## config.mk

```make
export PLATFORM = sky130hd
export DESIGN_NAME = uart_frame_tx
export DESIGN_NICKNAME = d
export VERILOG_FILES = /design/src/rtl/uart_frame_tx.sv
export SDC_FILE = /design/constraint.sdc
export NUM_CORES = 1
export LEC_CHECK = 0
export ABC_CLOCK_PERIOD_IN_PS = 16100
export CAP_MARGIN = 25
export CORE_MARGIN = 4
export CORE_UTILIZATION = 60
export CTS_CLUSTER_DIAMETER = 200
export DETAILED_ROUTE_END_ITERATION = 10
export PLACE_DENSITY = 0.86
export SYNTH_ARGS = -nofsm -noshare
export SYNTH_HDL_FRONTEND = slang
export SYNTH_SLANG_ARGS = --single-unit
```

## constraint.sdc

```tcl
create_clock -name clk -period 16.1 [get_ports clk]
set_clock_uncertainty 0.2 [all_clocks]
set_input_delay 4.025 -clock clk [delete_from_list [all_inputs] [get_ports clk]]
set_output_delay 4.025 -clock clk [all_outputs]
set_load 0.01 [all_outputs]
```

## src/rtl/uart_frame_tx.sv

```systemverilog
// -----------------------------------------------------------------------------
// uart_frame_tx
//   Framed UART transmitter. A start request accepted in IDLE snapshots the
//   payload vector and sends SYNC_BYTE, the NBYTES payload bytes (byte 0
//   first) and an XOR checksum of the payload bytes. Each byte is start bit,
//   8 data bits LSB first, optional parity, then 1 or 2 stop bits. Bytes are
//   back-to-back. After the frame the line is held idle for GAP_CYCLES cycles
//   before a new request is accepted.
//
// Ports
//   clk          clock
//   reset        synchronous, active-high reset
//   start        frame request, sampled only in IDLE
//   payload      NBYTES*8 bits, byte i at [8*i+7:8*i], captured on accept
//   busy         high from the cycle after accept through the end of the gap
//   done         one-cycle pulse when the checksum byte's last stop bit ends
//   tx           serial line, idle high, registered
//   frame_count  completed frames, wraps at 16 bits
// -----------------------------------------------------------------------------
module uart_frame_tx #(
  parameter int          CLK_FREQ   = 50_000_000,
  parameter int          BAUD       = 115_200,
  parameter int          NBYTES     = 9,
  parameter logic [7:0]  SYNC_BYTE  = 8'hAA,
  parameter int          PARITY     = 0,
  parameter int          STOP_BITS  = 1,
  parameter int          GAP_CYCLES = 50_000
) (
  input  logic                clk,
  input  logic                reset,
  input  logic                start,
  input  logic [NBYTES*8-1:0] payload,
  output logic                busy,
  output logic                done,
  output logic                tx,
  output logic [15:0]         frame_count
);

  localparam int BIT_CYCLES = CLK_FREQ / BAUD;
  localparam int BW         = $clog2(NBYTES + 2);

  localparam logic [BW-1:0] LAST_IDX   = BW'(NBYTES + 1);
  localparam logic [31:0]   BIT_RELOAD = 32'(BIT_CYCLES - 1);
  localparam logic [31:0]   GAP_RELOAD = 32'(GAP_CYCLES - 1);

  localparam logic [2:0] S_IDLE  = 3'd0;
  localparam logic [2:0] S_START = 3'd1;
  localparam logic [2:0] S_DATA  = 3'd2;
  localparam logic [2:0] S_PAR   = 3'd3;
  localparam logic [2:0] S_STOP  = 3'd4;
  localparam logic [2:0] S_GAP   = 3'd5;

  // Elaboration-time parameter checks.
  if (NBYTES < 1 || NBYTES > 32) begin : g_bad_nbytes
    $error("uart_frame_tx: NBYTES must be 1..32");
  end
  if (PARITY < 0 || PARITY > 2) begin : g_bad_parity
    $error("uart_frame_tx: PARITY must be 0, 1 or 2");
  end
  if (STOP_BITS < 1 || STOP_BITS > 2) begin : g_bad_stop
    $error("uart_frame_tx: STOP_BITS must be 1 or 2");
  end
  if (BIT_CYCLES < 2) begin : g_bad_baud
    $error("uart_frame_tx: CLK_FREQ/BAUD must be >= 2");
  end

  logic [2:0]          state;
  logic [31:0]         cnt;       // bit timer, reused as gap counter
  logic [2:0]          bit_idx;
  logic                stop_idx;
  logic [BW-1:0]       byte_idx;
  logic [7:0]          shreg;
  logic                par_bit;
  logic [7:0]          chk;
  logic [NBYTES*8-1:0] snapshot;
  logic [7:0]          cur_byte;
  int                  pay_sel;

  wire bit_end = (cnt == 32'd0);

  // Byte to be sent for the current byte_idx. The checksum slot reads chk,
  // which by then has folded in every payload byte as it was loaded.
  // NOTE: every always_comb output gets a default first so no latch is inferred.
  always_comb begin
    cur_byte = chk;
    pay_sel  = int'(byte_idx) - 1;
    if (byte_idx == '0) begin
      cur_byte = SYNC_BYTE;
    end else if (byte_idx != LAST_IDX) begin
      cur_byte = snapshot[8*pay_sel +: 8];
    end
  end

  // NOTE: the snapshot is pure datapath and is always overwritten on accept,
  // so it carries no reset.
  always_ff @(posedge clk) begin
    if (start && state == S_IDLE && !reset) begin
      snapshot <= payload;
    end
  end

  // NOTE: sequential state uses non-blocking assignments only.
  always_ff @(posedge clk) begin
    if (reset) begin
      state       <= S_IDLE;
      tx          <= 1'b1;
      busy        <= 1'b0;
      done        <= 1'b0;
      frame_count <= 16'd0;
      cnt         <= 32'd0;
      bit_idx     <= 3'd0;
      stop_idx    <= 1'b0;
      byte_idx    <= '0;
      shreg       <= 8'd0;
      par_bit     <= 1'b0;
      chk         <= 8'd0;
    end else begin
      done <= 1'b0;
      case (state)
        S_IDLE: begin
          tx <= 1'b1;
          if (start) begin
            chk      <= 8'd0;
            byte_idx <= '0;
            tx       <= 1'b0;
            busy     <= 1'b1;
            cnt      <= BIT_RELOAD;
            state    <= S_START;
          end
        end

        // Byte is loaded at the end of its start bit so the checksum slot
        // sees chk after the last payload byte has been folded in.
        S_START: begin
          if (bit_end) begin
            shreg   <= cur_byte;
            par_bit <= (PARITY == 2) ? ~(^cur_byte) : ^cur_byte;
            if (byte_idx != '0 && byte_idx != LAST_IDX) begin
              chk <= chk ^ cur_byte;
            end
            tx      <= cur_byte[0];
            bit_idx <= 3'd0;
            cnt     <= BIT_RELOAD;
            state   <= S_DATA;
          end else begin
            cnt <= cnt - 32'd1;
          end
        end

        S_DATA: begin
          if (bit_end) begin
            cnt <= BIT_RELOAD;
            if (bit_idx == 3'd7) begin
              if (PARITY != 0) begin
                tx    <= par_bit;
                state <= S_PAR;
              end else begin
                tx       <= 1'b1;
                stop_idx <= 1'b0;
                state    <= S_STOP;
              end
            end else begin
              bit_idx <= bit_idx + 3'd1;
              tx      <= shreg[bit_idx + 3'd1];
            end
          end else begin
            cnt <= cnt - 32'd1;
          end
        end

        S_PAR: begin
          if (bit_end) begin
            cnt      <= BIT_RELOAD;
            tx       <= 1'b1;
            stop_idx <= 1'b0;
            state    <= S_STOP;
          end else begin
            cnt <= cnt - 32'd1;
          end
        end

        S_STOP: begin
          if (bit_end) begin
            if (STOP_BITS == 2 && !stop_idx) begin
              stop_idx <= 1'b1;
              cnt      <= BIT_RELOAD;
            end else if (byte_idx == LAST_IDX) begin
              done        <= 1'b1;
              frame_count <= frame_count + 16'd1;
              tx          <= 1'b1;
              if (GAP_CYCLES == 0) begin
                busy  <= 1'b0;
                state <= S_IDLE;
              end else begin
                cnt   <= GAP_RELOAD;
                state <= S_GAP;
              end
            end else begin
              byte_idx <= byte_idx + 1'b1;
              tx       <= 1'b0;
              cnt      <= BIT_RELOAD;
              state    <= S_START;
            end
          end else begin
            cnt <= cnt - 32'd1;
          end
        end

        S_GAP: begin
          tx <= 1'b1;
          if (bit_end) begin
            busy  <= 1'b0;
            state <= S_IDLE;
          end else begin
            cnt <= cnt - 32'd1;
          end
        end

        default: begin
          tx    <= 1'b1;
          busy  <= 1'b0;
          state <= S_IDLE;
        end
      endcase
    end
  end

endmodule

```

==> results.md <==
- Syn avg cell area: 10.9 µm²
- Core Region: roughly 12000 µm²
- Seq/Total Area, Yosys: slightly above 50%
- Post-Synthesis Cell Area: between 7000 and 8000 µm²
- Initial DRC Count: between 700 and 800
- Critical Path Sink Type: register
- RSZ-0062 raised after global routing: no
- Leak: around 3 nW
- Worst path slowest cell: buf_4
- Global-route wire length before repair: between 20 and 30 mm
- Required @ worst endpoint: between 15 and 20 ns
- Maxcap violations: 0
- Status: finished, final reports clean
- Tcrit/Tclk final: 36.5%
- Proportion of power drawn by flip-flops and latches: between 40% and 50%
- Post-Place Setup Slack: around 10 ns
- Placed Cells: a little under 900
- Clock group share of total power: around two fifths
- Tmin final: approximately 6 ns
- Post-DP Area: a little over 8000 µm²
- Sw Pwr: 0.301 mW
- Pwr/cell area: 121 nW/µm²
- Post-cts resize count: 0
- Async set or reset register ratio after synthesis: 0%
- Hold_buf cts: 0
- Drt drc: 0
- WL/cell: around 19 µm
- Total buffers and inverters traversed by the critical path: 2
- Clock slew at reported path FFs: roughly 0.060 ns
- Final setup fails: 0
- Startpoint Class: primary input
- Gr usage total: around a quarter
- Syn Nets: between 700 and 800
- Finished Layout Cells: slightly above 900
- GPL Wtd Cong: about 0.95
- CTS tree: done
- Chip width: 118 µm
- Post-synthesis cell count: ~670
- Combinational fraction of design power: between 20% and 30%
- Root buffer cell: clkbuf_16
- Crit path DAT: 5.73 ns
- Die height: ~120 µm
- Post-Route WL: 17.2 mm
- Pin count of the biggest net entering global routing: 73
- CP peak stage delay: about 0.67 ns
- Slew headroom: about two fifths
- Worst skew pair latency: roughly 0.42 ns
- Post-synth top area share: 29.8%
- Die area: between 10000 and 15000 µm²
- Vias per std cell: around 6.5
- Worst Path Max Fanout: just over 70
- Fin. max-slew vios: 0
- TritonCTS buffer count: 17
- Filler cells: 746
- Finished Core Util: about three quarters
- Crit-path cells: clkdlybuf4s50_1 > nand2_1 > nor2_4 > buf_4
- Htree depth: 4
- Num Clock Sinks: between 100 and 150
- Vias in the first global route: roughly 5700
- Setup TNS: 0 ns
- Starting Density: between 60% and 70%
- Worst path top cell family by delay: buffers and inverters
- Post-CTS Setup Repair Bufs: 0
- Top area cells in the synthesized netlist: edfxtp_1 30%, dfxtp_1 21%, mux4_2 8.1%
- Total internal power: 0.771 mW
- Clock buffer depth: 2
- Hold Path Class: reg -> reg
- Sw Share: between 20% and 30%
- Final setup margin: roughly 10 ns
- Final ANT Viol Nets: 0
- Worst Tran Pin Value: between 0.8 and 0.9 ns
- Tot Pwr: 1.07 mW
- DR vias: 5873
- Hpwl dp: about 12 mm
- Number of distinct library cells after synthesis: between 60 and 70
- TritonRoute pass-1 iters: 7
- IO Pins: between 90 and 100
- Syn-to-layout area delta: 22.5%
- Initial antenna violation count: 0
- FMAX: 0.170 GHz
- Cell taking the most area after synthesis: edfxtp_1
- Fin Hold WS: about 0.25 ns
- Most used DFF post-synth: dfxtp_1
- Row cnt: 39
- Final hold vios: 0
- Layout cells sized above 1: 11.1%
- Finished Cell Area: 8890 µm²
- Antenna Diode Count: 0
- Synth Register Bits: between 100 and 150
- Buffers on Ports: 93
- Overflow after GRT: 0
- Post-synth EDFFs: a little over 70
- NumNets Final: between 800 and 900
- Ys Warns: 0
- CP Class: in -> reg
- VDD IR-drop max: 0.0868 mV
-- cell families (layout without fill, tap and decap cells) --
family / Yosys count / after routing / synth area share, %
xor gates and xnor gates: 25 / 25 / 3.02
muxes: 33 / 33 / 9.07
and+or+nand+nor: 240 / 240 / 17.5
DFF: 149 / 149 / 51.0
AOI/OAI and AO/OA: 159 / 159 / 14.6
buffers and inverters: 51 / 152 / 3.43
adders and majority gates: 8 / 8 / 1.38
-- synth_stat cells (7+ instances only) --
cell type  count
buf_2          7
or3_1         27
nand3_1       21
clkbuf_1      13
a21oi_1       47
nand2_1       49
a31oi_1       11
a211oi_1      11
nor3_1        15
a22o_1         7
ha_1           8
dfxtp_1       77
mux4_2        26
nand4_1       13
o21ai_0       25
edfxtp_1      72
inv_1         17
xor2_1        14
a22oi_1       13
a2111oi_0      7
nor2_1        71
xnor2_1       11
-- worst paths after layout --
| check | slack [ns] | cells after the start | startpoint | end |
|---|---|---|---|---|
| min | 0.25 | 2 | shreg[3]$_SDFFE_PP0P_ | shreg[3]$_SDFFE_PP0P_ |
| max | 10.22 | 4 | start | snapshot[36]$_DFFE_PP_ |
| min reg2reg | 0.25 | 2 | shreg[3]$_SDFFE_PP0P_ | shreg[3]$_SDFFE_PP0P_ |
| max reg2reg | 12.25 | 9 | cnt[0]$_SDFFE_PP0P_ | cnt[25]$_SDFFE_PP0P_ |
-- registers in the layout, indices dropped and copies added, names as in the netlist --
signal / count
done: 1
bit_idx: 3
tx: 1
chk: 8
byte_idx: 4
state: 3
frame_count: 16
busy: 1
snapshot: 72
shreg: 8
cnt: 32
-- metal layers --
layer / global-route usage, % / up-vias / part of all wire (%)
met1: 29.7 / 2815 / 41
met5: 0 / - / 0
met3: 6.49 / 38 / 6.8
met4: 11.8 / 0 / 2.7
met2: 40.7 / 292 / 50
li1: - / 2728 / -
-- cell type report --
type	instances	area, µm²	area share [%]
Clock buffer	19	433	4.87
Tap cell	143	179	2.01
Inverter	19	71.3	0.802
Clock inverter	13	183	2.05
Sequential cell	149	3700	41.6
Timing Repair Buffer	101	1010	11.4
Multi-Input combinational cell	465	3310	37.2
-- placed cells by master (no fill, tap or decap), types with 7 or more instances in the layout --
cell	synthesis	routed
clkdlybuf4s50_1	0	93
ha_1	8	8
a22oi_1	13	13
nand4_1	13	13
a2111oi_0	7	7
clkbuf_16	0	17
dfxtp_1	77	77
buf_4	3	7
xnor2_1	11	11
inv_1	17	17
nand2_1	49	49
edfxtp_1	72	72
mux4_2	26	26
nand3_1	21	21
a21oi_1	47	47
o21ai_0	25	25
a22o_1	7	7
a31oi_1	11	11
nor3_1	15	15
or3_1	27	27
xor2_1	14	14
a211oi_1	11	11
nor2_1	71	70
-- worst min-delay path, delay by kind of cell (launching register included) --
family,cells,cell delay (ns)
compound gates,1,0.05
flops,1,0.31
simple gates,1,0.05
-- power groups by stage --
stage / Sequential (mW) / Combinational [mW] / Clock, mW
finish: 0.442 / 0.217 / 0.414
global route: 0.444 / 0.236 / 0.433
CTS: 0.441 / 0.214 / 0.415
detailed placement: 0.449 / 0.210 / 0
global placement: 0.447 / 0.201 / 0
floorplan: 0.444 / 0.161 / 0
(Power assumes the default switching activity.)
==> patch (config.mk and constraints unchanged) <==
The parameter `PARITY` goes from 0 to 1.
--- a/src/rtl/uart_frame_tx.sv
+++ b/src/rtl/uart_frame_tx.sv
@@ -23,5 +23,5 @@
   parameter int          NBYTES     = 9,
   parameter logic [7:0]  SYNC_BYTE  = 8'hAA,
-  parameter int          PARITY     = 0,
+  parameter int          PARITY     = 1,
   parameter int          STOP_BITS  = 1,
   parameter int          GAP_CYCLES = 50_000
Behaviour: same outputs for any inputs over 10 cycles, from zero or initial values and one cycle with reset high; that may be too few to reach the edited logic, so the function may still have changed.
==> patch against the original RTL <==
  * Total power increased by 1.8%
  * Synthesized area decreased by 0.60%
  * Worst setup slack got worse by 0.056 ns
  * Wire length decreased by 4.9%
  * Fmax decreased by 0.94%
  * Synthesized cell count increased by 0.90%
  * Sequential share of layout area increased by 0.52 points
  * First-iteration DRC count decreased by 31%
  * Final area decreased by 0.70%
  * Cell count increased by 0.55%
  * Core utilization decreased by 0.54 points
  * Sequential cell count increased by 1
  * Critical endpoint is now snapshot[49]
==> patch: results (changes against the original RTL) <==
stage;metric;value;unit;change
place;gp_congestion;0.932;;-1.6%
synth;synth_xor_xnor_area_share;5.36;%;+2.3 points
synth;syn_nets;754;;+0.80%
synth;synth_fa_ha_area_share;1.39;%;+0.0084 points
routing;vias;5722;;-2.6%
global_routing;grt_pass1_wl;27.0;mm;-3.1%
global_routing;antenna_found_initial;0;;unchanged
layout;drive_gt1_share;10.1;%;-0.98 points
worst_setup_path;critPathArrivalTime;5.78;ns;+0.05 ns
layout;fin_nets;841;;+0.60%
synth;synthMuxAreaShare;8.45;%;-0.62 points
outcome;status;completed;;
synth;synth_compound_area_share;11.3;%;-3.3 points
worst_setup_path;slowest_delay;0.70;ns;+0.03 ns
synth;synth_cell_types;75;;+10%
place;post-dp-hpwl;11.2;mm;-5.3%
global_routing;track_usage;24.1;%;-0.42 points
pwr;peakVddDrop;0.000100;V;+16%
pwr;p_leak;3.07;nW;+5.1%
synth;ys_seq_area_share;51.6;%;+0.59 points
synth;synthFlopType;dfxtp_1;;
synth;synth_area_leaders;edfxtp_1 (30%), dfxtp_1 (22%), mux4_2 (6.6%), nor2_1 (4.8%), a21oi_1 (3.0%);;
routing;drt_iter0_drc;529;;-31%
layout;n_antenna_cell;0;;unchanged
synth;synth_common_cells;nor2_1 (92), dfxtp_1 (78), edfxtp_1 (72);;
routing;dr.pass1.iters;6;;-1
min_path;worst_hold_path_type;flip-flop to flip-flop;;
global_routing;grt_pass1_vias;5792;;+0.84%
## patch: metal layers
| metal | global-route usage, % | up-vias | share of wire [%] |
|---|---|---|---|
| met5 | 0 | - | 0 |
| li1 | - | 2665 | - |
| met1 | 27.2 | 2747 | 39 |
| met2 | 42.0 | 268 | 51 |
| met3 | 6.58 | 42 | 7.4 |
| met4 | 11.9 | 0 | 2.6 |
## patch: stage by stage
| stage | total power [mW] | instances | setup slack, ns | hold slack, ns | instance area [sq um] |
|---|---|---|---|---|---|
| finish | 1.09 | 914 | 10.16 | 0.261 | 8830 |
| global route | 1.14 | 914 | 10.05 | 0.281 | 8830 |
| CTS | 1.09 | 914 | 10.18 | 0.262 | 8830 |
| detailed placement | 0.681 | 882 | 9.76 | 0.253 | 8220 |
| global placement | 0.671 | 882 | 9.86 | 0.242 | 8220 |
| floorplan | 0.620 | 671 | 7.92 | 0.233 | 7210 |
## patch: path summary, 6_finish.rpt
check,slack [ns],from,to,cells past startpoint
worst max-delay path,10.16,start,snapshot[49],4
worst min-delay path,0.26,bit_idx[2],bit_idx[2],2
worst max register to register,12.08,cnt[0],cnt[26],9
worst min register to register,0.26,bit_idx[2],bit_idx[2],2
## patch: final cells by class
class / count / area, sq um
clock inverters: 13 / 180
multi-input cells: 477 / 3310
fillers: 754 / 2780
flip-flops and latches: 150 / 3720
well taps: 143 / 179
clock buffers: 19 / 433
repair buffers: 96 / 948
inverters: 16 / 60.1
## patch: power by group
group	internal [mW]	leakage [nW]	switching, mW
sequential	0.430	1.30	0.0207
combinational	0.0985	1.48	0.129
clock	0.258	0.291	0.155
## patch: logic make-up after synthesis
kind of cell             Yosys count
AO/OA/AOI/OAI                    125
XOR/XNOR                          41
multiplexers                      34
AND/OR/NAND/NOR                  269
flip-flops                       150
buffers and inverters             44
adder cells (fa/ha/maj)            8
